==> config.mk <==
export PLATFORM = sky130hd
export DESIGN_NAME = complement_2s_seq
export DESIGN_NICKNAME = d
export VERILOG_FILES = /design/src/rtl/complement_pkg.sv /design/src/rtl/complement_2s_chunk.sv /design/src/rtl/complement_2s_seq.sv
export SDC_FILE = /design/constraint.sdc
export NUM_CORES = 1
export LEC_CHECK = 0
export CORE_MARGIN = 4
export CORE_UTILIZATION = 53
export DETAILED_ROUTE_END_ITERATION = 10
export HOLD_SLACK_MARGIN = 0.02
export PLACE_DENSITY = 0.83
export RECOVER_POWER = 50
export SLEW_MARGIN = 10
export SYNTH_ARGS = -nofsm -noshare
export SYNTH_HDL_FRONTEND = slang
export SYNTH_SLANG_ARGS = --single-unit
==> constraint.sdc <==
create_clock -name clk -period 3.05 [get_ports clk]
set_input_delay 0.4575 -clock clk [delete_from_list [all_inputs] [get_ports clk]]
set_output_delay 0.4575 -clock clk [all_outputs]
set_load 0.01 [all_outputs]
==> src/rtl/complement_pkg.sv <==
// Shared definitions for the sequential two's-complement unit.
// Contents: operand mode encodings, FSM state encoding, and a helper that
// resolves the negate decision from mode, operand MSB and external sign.
package complement_pkg;

  localparam logic [1:0] MODE_PASS = 2'b00;
  localparam logic [1:0] MODE_NEG  = 2'b01;
  localparam logic [1:0] MODE_ABS  = 2'b10;
  localparam logic [1:0] MODE_CNEG = 2'b11;

  typedef enum logic [1:0] {
    IDLE = 2'd0,
    BUSY = 2'd1,
    DONE = 2'd2
  } state_e;

  // Decide whether the accepted operand gets negated.
  function automatic logic neg_for_mode(input logic [1:0] mode,
                                        input logic       msb,
                                        input logic       sign);
    logic n;
    case (mode)
      MODE_PASS: n = 1'b0;
      MODE_NEG:  n = 1'b1;
      MODE_ABS:  n = msb;
      default:   n = sign;
    endcase
    return n;
  endfunction

endpackage

==> src/rtl/complement_2s_chunk.sv <==
// One N-bit slice of a ripple two's-complement negation.
// Ports:
//   x    : input slice
//   neg  : 1 -> y = ~x + cin, 0 -> y = x
//   cin  : carry from the previous (less significant) slice
//   y    : output slice
//   cout : carry into the next slice (0 when not negating)
module complement_2s_chunk #(
  parameter int unsigned N = 2
) (
  input  logic [N-1:0] x,
  input  logic         neg,
  input  logic         cin,
  output logic [N-1:0] y,
  output logic         cout
);

  logic [N:0] sum;

  assign sum  = {1'b0, ~x} + (N+1)'(cin);
  assign y    = neg ? sum[N-1:0] : x;
  assign cout = neg & sum[N];

endmodule

==> src/rtl/complement_2s_seq.sv <==
// Multi-cycle two's-complement unit: pass, negate, absolute value or
// conditional negate of a WIDTH-bit operand, CHUNK bits per cycle LSB first.
// Ports:
//   clk, rst_n            : clock, asynchronous active-low reset
//   in_valid/in_ready     : operand handshake (in_ready combinational)
//   in_data/in_mode/in_sign : operand, mode (see complement_pkg), sign for mode 11
//   out_valid/out_ready   : result handshake
//   out_data              : result
//   out_ovf               : most-negative value was negated
//   out_zero              : result is zero
//   out_neg               : a negation was applied
module complement_2s_seq
  import complement_pkg::*;
#(
  parameter int unsigned WIDTH = 8,
  parameter int unsigned CHUNK = 2
) (
  input  logic             clk,
  input  logic             rst_n,
  input  logic             in_valid,
  output logic             in_ready,
  input  logic [WIDTH-1:0] in_data,
  input  logic [1:0]       in_mode,
  input  logic             in_sign,
  output logic             out_valid,
  input  logic             out_ready,
  output logic [WIDTH-1:0] out_data,
  output logic             out_ovf,
  output logic             out_zero,
  output logic             out_neg
);

  localparam int unsigned NCHUNK = WIDTH / CHUNK;
  localparam int unsigned CNT_W  = (NCHUNK > 1) ? $clog2(NCHUNK) : 1;
  localparam logic [CNT_W-1:0] LAST_CNT   = CNT_W'(NCHUNK - 1);
  localparam logic [WIDTH-1:0] MOST_NEG   = {1'b1, {(WIDTH-1){1'b0}}};
  localparam logic [WIDTH-1:0] CHUNK_MASK = WIDTH'({CHUNK{1'b1}});

  // Reject parameter sets that cannot be split into whole chunks.
  generate
    if (WIDTH < 2 || CHUNK == 0 || (WIDTH % CHUNK) != 0) begin : g_bad_params
      $error("complement_2s_seq: WIDTH must be >= 2 and a multiple of CHUNK");
    end
  endgenerate

  state_e             state_q, state_d;
  logic [WIDTH-1:0]   op_q, op_d;
  logic [WIDTH-1:0]   res_q, res_d;
  logic [CNT_W-1:0]   cnt_q, cnt_d;
  logic               neg_q, neg_d;
  logic               carry_q, carry_d;
  logic               valid_q, valid_d;
  logic               ovf_q, ovf_d;
  logic               zero_q, zero_d;

  logic [31:0]        sh_c;
  logic [CHUNK-1:0]   x_c, y_c;
  logic               cout_c;
  logic [WIDTH-1:0]   res_ins_c;
  logic               accept_c;

  // Select the active chunk and merge its result back into the accumulator.
  assign sh_c      = 32'(cnt_q) * CHUNK;
  assign x_c       = CHUNK'(op_q >> sh_c);
  assign res_ins_c = (res_q & ~(CHUNK_MASK << sh_c)) | (WIDTH'(y_c) << sh_c);

  complement_2s_chunk #(.N(CHUNK)) u_chunk (
    .x    (x_c),
    .neg  (neg_q),
    .cin  (carry_q),
    .y    (y_c),
    .cout (cout_c)
  );

  assign in_ready = (state_q == IDLE) || (state_q == DONE && out_ready);
  assign accept_c = in_valid && in_ready;

  // Next-state and datapath update.
  always_comb begin
    state_d = state_q;
    op_d    = op_q;
    res_d   = res_q;
    cnt_d   = cnt_q;
    neg_d   = neg_q;
    carry_d = carry_q;
    valid_d = valid_q;
    ovf_d   = ovf_q;
    zero_d  = zero_q;

    case (state_q)
      IDLE: ;
      BUSY: begin
        res_d   = res_ins_c;
        carry_d = cout_c;
        if (cnt_q == LAST_CNT) begin
          state_d = DONE;
          cnt_d   = '0;
          valid_d = 1'b1;
          ovf_d   = neg_q && (op_q == MOST_NEG);
          zero_d  = (res_ins_c == '0);
        end else begin
          cnt_d = cnt_q + CNT_W'(1);
        end
      end
      DONE: begin
        if (out_ready) begin
          state_d = IDLE;
          valid_d = 1'b0;
        end
      end
      default: state_d = IDLE;
    endcase

    // Accept is only possible from IDLE or a consumed DONE.
    if (accept_c) begin
      state_d = BUSY;
      op_d    = in_data;
      neg_d   = neg_for_mode(in_mode, in_data[WIDTH-1], in_sign);
      carry_d = neg_d;
      cnt_d   = '0;
    end
  end

  // State and datapath registers.
  always_ff @(posedge clk or negedge rst_n) begin
    if (!rst_n) begin
      state_q <= IDLE;
      op_q    <= '0;
      res_q   <= '0;
      cnt_q   <= '0;
      neg_q   <= 1'b0;
      carry_q <= 1'b0;
      valid_q <= 1'b0;
      ovf_q   <= 1'b0;
      zero_q  <= 1'b0;
    end else begin
      state_q <= state_d;
      op_q    <= op_d;
      res_q   <= res_d;
      cnt_q   <= cnt_d;
      neg_q   <= neg_d;
      carry_q <= carry_d;
      valid_q <= valid_d;
      ovf_q   <= ovf_d;
      zero_q  <= zero_d;
    end
  end

  assign out_valid = valid_q;
  assign out_data  = res_q;
  assign out_ovf   = ovf_q;
  assign out_zero  = zero_q;
  assign out_neg   = neg_q;

endmodule

==> results of run 1 <==
[sequential cells by signal (all words and copies together) (netlist names)]
name / count
out_valid: 1
out_ovf: 1
out_zero: 1
op_q: 8
out_neg: 1
state_q: 2
cnt_q: 2
carry_q: 1
out_data: 8
[worst max-delay path, cell delays in order, from the launching register on]
cell and delay (ns):
sky130_fd_sc_hd__dfrtp_1 0.62, sky130_fd_sc_hd__mux2_1 0.39, sky130_fd_sc_hd__o21ai_0 0.16, sky130_fd_sc_hd__ha_1 0.18, sky130_fd_sc_hd__ha_1 0.22, sky130_fd_sc_hd__nor2b_1 0.15
sky130_fd_sc_hd__a31oi_1 0.08, sky130_fd_sc_hd__a21boi_1 0.16, sky130_fd_sc_hd__o41ai_2 0.26
[layer usage]
layer	GRT usage	vias to the layer above	wire (µm)
li1	-	480	-
met5	0	-	0
met3	0.03678	4	152
met2	0.2937	31	1305
met4	0.08136	0	49
met1	0.2041	476	1102
[synthesized netlist by cell type, types with 2 or more instances]
master,number
sky130_fd_sc_hd__dfrtp_1,25
sky130_fd_sc_hd__nand2_1,18
sky130_fd_sc_hd__mux2_1,10
sky130_fd_sc_hd__nor2_1,9
sky130_fd_sc_hd__ha_1,6
sky130_fd_sc_hd__inv_1,6
sky130_fd_sc_hd__o21ai_1,6
sky130_fd_sc_hd__a21oi_1,4
sky130_fd_sc_hd__nor2b_1,3
sky130_fd_sc_hd__o21ai_0,3
sky130_fd_sc_hd__o31ai_1,3
sky130_fd_sc_hd__a22o_1,2
sky130_fd_sc_hd__a31oi_1,2
sky130_fd_sc_hd__a32o_1,2
sky130_fd_sc_hd__buf_2,2
sky130_fd_sc_hd__clkbuf_1,2
sky130_fd_sc_hd__mux2i_1,2
sky130_fd_sc_hd__nor3_1,2
sky130_fd_sc_hd__or3_1,2
[metrics by stage]
step,cells,util,cell area (µm²)
3_3_place_gp,174,0.6969,1556
6_report,178,0.7025,1569
3_5_place_dp,174,0.6969,1556
4_1_cts,178,0.7092,1584
2_1_floorplan,121,-,1254
5_1_grt,178,0.7025,1569
[path summary, 6_finish.rpt]
kind | startpoint | to | depth (start not counted)
setup / recovery | cnt_q[0] | out_zero | 8
hold / removal | out_ovf | out_ovf | 2
setup reg to reg | cnt_q[0] | out_zero | 8
hold reg to reg | out_ovf | out_ovf | 2
max in group asynchronous | rst_n | out_data[1] | 2
min in group asynchronous | rst_n | out_ovf | 2
[power groups by stage]
stage	registers [µW]	clock network (µW)	logic, µW
floorplan	628	0	541
global placement	640	0	811
detailed placement	654	0	843
CTS	646	152	844
global route	672	170	914
finish	646	149	832
[layout make-up]
cell class	instances	area, µm²	area share
clock buffer	3	22.52	0.01435
clock inverter	1	5.005	0.003190
inverter	6	22.52	0.01435
multi-input combinational	86	580.6	0.3700
sequential	25	625.6	0.3987
tap	28	35.03	0.02233
timing repair buffer	29	277.8	0.1770
[kinds of logic (layout without fill, tap and decap cells)]
family                   count (synthesis)  count (layout)  share of synthesized area
AO/OA/AOI/OAI                           27              27                     0.1467
adder cells (fa/ha/maj)                  6               6                    0.05988
buffers and inverters                   10              39                    0.03194
flip-flops                              25              25                     0.4990
multiplexers                            12              12                     0.1058
AND/OR/NAND/NOR                         41              41                     0.1567
==> run metrics, run 1 <==
Crit path required time=roughly 3.3 ns; largest fanout on the critical path=12; part of the total power dissipated in sequential elements=0.397; antenna diode count=0; result of the run=finished clean; Yosys warnings=0; final hold slack=0.5100 ns; worst-margin pin slew=around 1.3 ns; share of power burned in the clock network=0.091; mean instance size in the synthesized netlist=slightly above 10 µm²; final-layout setup total negative slack=0 ns; Net Switching=~680 µW; sequential cell area fraction in the yosys report=0.4990; number of pins exceeding their max-slew limit in the final report=0; TritonCTS buffer count=3; Arrival @ worst endpoint=between 2 and 3 ns; number of max-cap violations=0; number of instances in the synthesized netlist=around 120; number of core rows=17; cell accounting for the most synthesized area=sky130_fd_sc_hd__dfrtp_1; setup bufs post-CTS=0; Port Buffer Count=27; die outline area=approximately 3200 µm²; Pleak=about 0.0007 µW; final worst path period need=2.309 ns; area added between synthesis and finish=25.15%; Synth Cell Area=roughly 1300 µm²; overall die width=about 57 µm; 1st-pass router iterations=4; Initial Util=0.5613; final worst setup slack=0.7411 ns; TritonCTS clock tree=built; Area contributors post-synth=sky130_fd_sc_hd__dfrtp_1 50%, sky130_fd_sc_hd__mux2_1 9.0%, sky130_fd_sc_hd__ha_1 6.0%; share of the clock period used by the worst path after layout=0.7570; clock latency on the worst-skew pair=about 0.32 ns; boundary pin count=28; nets in the synthesized netlist=142; cells resized by post-CTS repair=0; number of endpoints with negative hold slack in the final report=0; master cell of the clock root buffer=sky130_fd_sc_hd__clkbuf_4; core box area=approximately 2200 µm²; unrepaired setup endpoints after global routing=false; highest achievable clock rate=about 0.43 GHz; Synth cell types=31; number of synthesized flops with an enable pin=0; total track usage=0.1722; DP Worst Slack=roughly 0.77 ns; Register-to-Register Setup Slack=about 0.74 ns; clk buf depth=2; Post-synth ARST share=1.000; power density normalized to cell area=between 1000 and 1500 nW/µm²; proportion of total power due to net switching=0.4166; cell-internal power=approximately 950 µW; antenna violations before repair=0; commonest register cell after synthesis=sky130_fd_sc_hd__dfrtp_1; vias in the first global route=roughly 930; post-DP HPWL=just over 2 mm; Layout Nets=172; Worst Setup Path Type=reg2reg; die outline height=between 50 and 60 µm; type of destination of the critical path=flip-flop; hold crit path type=reg2reg; setup skew after layout=between 0.004 and 0.005 ns; fraction of synthesized cell area taken by the top area cell type=0.4990; via count of the routed design=~990; Max VDD drop=just under 600 µV; First DRT Iteration DRCs=35; number of synthesized register bits=25; grt total ovfl=0; Post-DRT Antenna Nets=0; largest net degree at the start of global routing=26; Gate power share=0.511; Final GP Congestion=0.8731; final wirelength=around 2.6 mm; FILL cells=approximately 190; DRC violation count after routing=0; clock-pin slew of the registers on the worst-case setup and hold paths=0.13 ns; most used cells in the layout excluding fill and tap cells=25 x sky130_fd_sc_hd__dfrtp_1, 25 x sky130_fd_sc_hd__clkdlybuf4s50_1, 19 x sky130_fd_sc_hd__nand2_1; element type at the critical path start=flip-flop; Post-CTS Hold Buffers=0; first-pass GRT wire length=4.229 mm; Final Total Pwr=about 1600 µW; number of sinks handled by clock tree synthesis=25; H-Tree Level Count=1; WL/cell=between 10 and 15 µm; share of final-layout standard cells stronger than drive strength 1=0.03333; per-cell via count in the routed design=roughly 5.6; worst rel slew slack=0.1311; endpoints failing setup=0
No activity file was read; power rests on OpenSTA's default activity.
==> run 2: changes to the inputs <==
Settings changed: CORE_UTILIZATION 53 to 49, PLACE_DENSITY 0.83 to 0.78.
Clock period 3.05 ns to 2.4 ns, I/O delays scaled along.
==> run 2 against run 1 <==
Compared with the run above:
- via count rose by 1.5%
- routed wire length fell by 4.2%
- count of clock-buffer cells in the layout rose by 1
- global-route usage fell by 0.81 points
- first-iteration DRC count fell by 14%
- critical path type unchanged
- largest power group unchanged
==> run metrics, run 2 (same netlist as run 1, synthesis figures left out) <==
worst hold path cell count=2 (unchanged); DP Worst Slack=0.2130 ns (-0.5617 ns); Final Total Pwr=2076 µW (+28%); hold crit path type=reg2reg; area added between synthesis and finish=25.95%; grt total ovfl=0 (unchanged); power density normalized to cell area=1315 nW/µm² (+27%); clock-pin slew of the registers on the worst-case setup and hold paths=0.13 ns (about the same); TritonCTS clock tree=built; number of pins exceeding their max-slew limit in the final report=0 (unchanged); Crit path required time=2.63 ns (-0.66 ns); FILL cells=207 (+11%); result of the run=finished clean; clk buf depth=2 (unchanged); Register-to-Register Setup Slack=0.26 ns (-0.48 ns); Pleak=0.0006954 µW (+0.15%); Max VDD drop=831.1 µV (+43%); boundary pin count=28 (unchanged); element type at the critical path start=flip-flop; final-layout setup total negative slack=0 ns (unchanged); master cell of the clock root buffer=sky130_fd_sc_hd__clkbuf_4; total stage count of the critical path=8 (unchanged); Worst Setup Path Type=reg2reg; TritonCTS buffer count=3 (unchanged); final worst path period need=2.143 ns (-0.1662 ns); Final GP Congestion=0.8530 (-2.3%); final worst setup slack=0.2573 ns (-0.4838 ns); Layout Nets=173 (+0.58%); final hold slack=0.5006 ns (-0.009383 ns); most used cells in the layout excluding fill and tap cells=25 x sky130_fd_sc_hd__clkdlybuf4s50_1, 24 x sky130_fd_sc_hd__dfrtp_1, 19 x sky130_fd_sc_hd__nand2_1; crit-path leading delay family=compound AO/OA/AOI/OAI gates; share of the clock period used by the worst path after layout=0.8928 (+0.1358); per-cell via count in the routed design=5.558 (-0.17%); worst reg2reg path depth=8 (unchanged); largest fanout on the critical path=9 (-3); worst rel slew slack=0.1261 (-0.004988); HP Start=out_data[7]; largest stage delay on the critical path=0.50 ns (-0.12 ns); critical path's most frequent cell=sky130_fd_sc_hd__ha_1; largest net degree at the start of global routing=26 (unchanged); most common cell after layout, fill and taps aside=sky130_fd_sc_hd__clkdlybuf4s50_1; total track usage=0.1641 (-0.008097); worst-margin pin slew=1.311 ns (+0.007482 ns); unrepaired setup endpoints after global routing=false; WL/cell=13.82 µm (-5.8%); number of core rows=18 (+1); DRC violation count after routing=0 (unchanged); via count of the routed design=1006 (+1.5%); antenna diode count=0 (unchanged); type of destination of the critical path=flip-flop; first-pass GRT wire length=4.381 mm (+3.6%); vias in the first global route=1033 (+11%); die outline height=58.58 µm (+3.4%); endpoints failing setup=0 (unchanged); die outline area=3432 µm² (+7.0%); overall die width=58.58 µm (+3.4%); cell type of the slowest stage on the worst timing path=sky130_fd_sc_hd__dfrtp_2; First DRT Iteration DRCs=30 (-14%); Arrival @ worst endpoint=2.37 ns (-0.17 ns); core box area=2455 µm² (+9.9%); clock latency on the worst-skew pair=0.32 ns (about the same); post-DP HPWL=2.014 mm (-0.18%); H-Tree Level Count=1 (unchanged); critical-path cell list=mux2_1 -> o21ai_0 -> ha_1 -> ha_1 -> nor2b_1 -> a31oi_1 -> a21boi_1 -> o41ai_2; Initial Util=0.5107 (-0.05064); number of max-cap violations=0 (unchanged); final wirelength=2.501 mm (-4.2%); highest achievable clock rate=0.4667 GHz (+7.8%); setup bufs post-CTS=0 (unchanged); Post-CTS Hold Buffers=0 (unchanged); Post-DRT Antenna Nets=0 (unchanged); antenna violations before repair=0 (unchanged); Port Buffer Count=27 (unchanged); worst flop-to-flop path endpoint=out_zero; 1st-pass router iterations=6 (+2); core utilization of the finished layout=0.6432 (-0.05930); share of final-layout standard cells stronger than drive strength 1=0.03974 (+0.006402); reg-to-reg startpoint=cnt_q[0]; number of sinks handled by clock tree synthesis=25 (unchanged); crit path buf inv count=0 (unchanged); hold-critical path endpoint=out_data[7]; setup skew after layout=0.002017 ns (-0.002048 ns); number of endpoints with negative hold slack in the final report=0 (unchanged)
==> run 2: changes by cell type in the layout (fill, tap and decap cells not counted), sizes merged <==
cell and change:
buf +1, clkinv -1, clkbuf +1
==> run 2: per-stage QoR <==
step,instances,cell area (µm²)
floorplan,121,1254
global placement,177,1567
detailed placement,177,1567
CTS,181,1593
global route,181,1579
finish,181,1579
==> run 2: power by group <==
| part | total, µW | switching (µW) | leakage (µW) | internal (µW) |
|---|---|---|---|---|
| logic | 1080 | 544 | 0.000373 | 531 |
| clock network | 187 | 122 | 0.0000150 | 65.0 |
| registers | 813 | 188 | 0.000308 | 625 |
==> run 2: layout make-up <==
| type | count | area [µm²] | share of cell area |
|---|---|---|---|
| multi-input cells | 86 | 580.6 | 0.3677 |
| repair buffers | 30 | 285.3 | 0.1807 |
| flip-flops and latches | 25 | 626.9 | 0.3970 |
| inverters | 6 | 22.52 | 0.01426 |
| well taps | 30 | 37.54 | 0.02377 |
| clock buffers | 4 | 26.28 | 0.01664 |
==> run 2: tightest hold or removal path, stage by stage (launching register included) <==
cell and delay (ns):
sky130_fd_sc_hd__dfrtp_1 0.36, sky130_fd_sc_hd__nand2_1 0.05, sky130_fd_sc_hd__o21ai_1 0.06
==> run 2: worst max path at each step <==
stage | from | end | slack (ns)
4_1_cts | cnt_q[0] | out_zero | 0.18
3_3_place_gp | cnt_q[0] | out_zero | 0.32
2_1_floorplan | cnt_q[0] | out_zero | 0.31
3_5_place_dp | cnt_q[0] | out_zero | 0.21
6_report | cnt_q[0] | out_zero | 0.26
5_1_grt | cnt_q[0] | out_zero | 0.08
==> run 2: repair_timing <==
action	4_1_cts	5_1_grt
endpoints found under the hold margin	0	0
setup endpoints to repair	0	1
gates resized for setup	0	1
==> run 2: metal layers <==
| metal | track usage | up-vias | wire length (µm) |
|---|---|---|---|
| met3 | 0.02412 | 7 | 140 |
| met2 | 0.3046 | 31 | 1260 |
| li1 | - | 486 | - |
| met5 | 0 | - | 0 |
| met4 | 0.06149 | 0 | 55 |
| met1 | 0.1895 | 482 | 1045 |
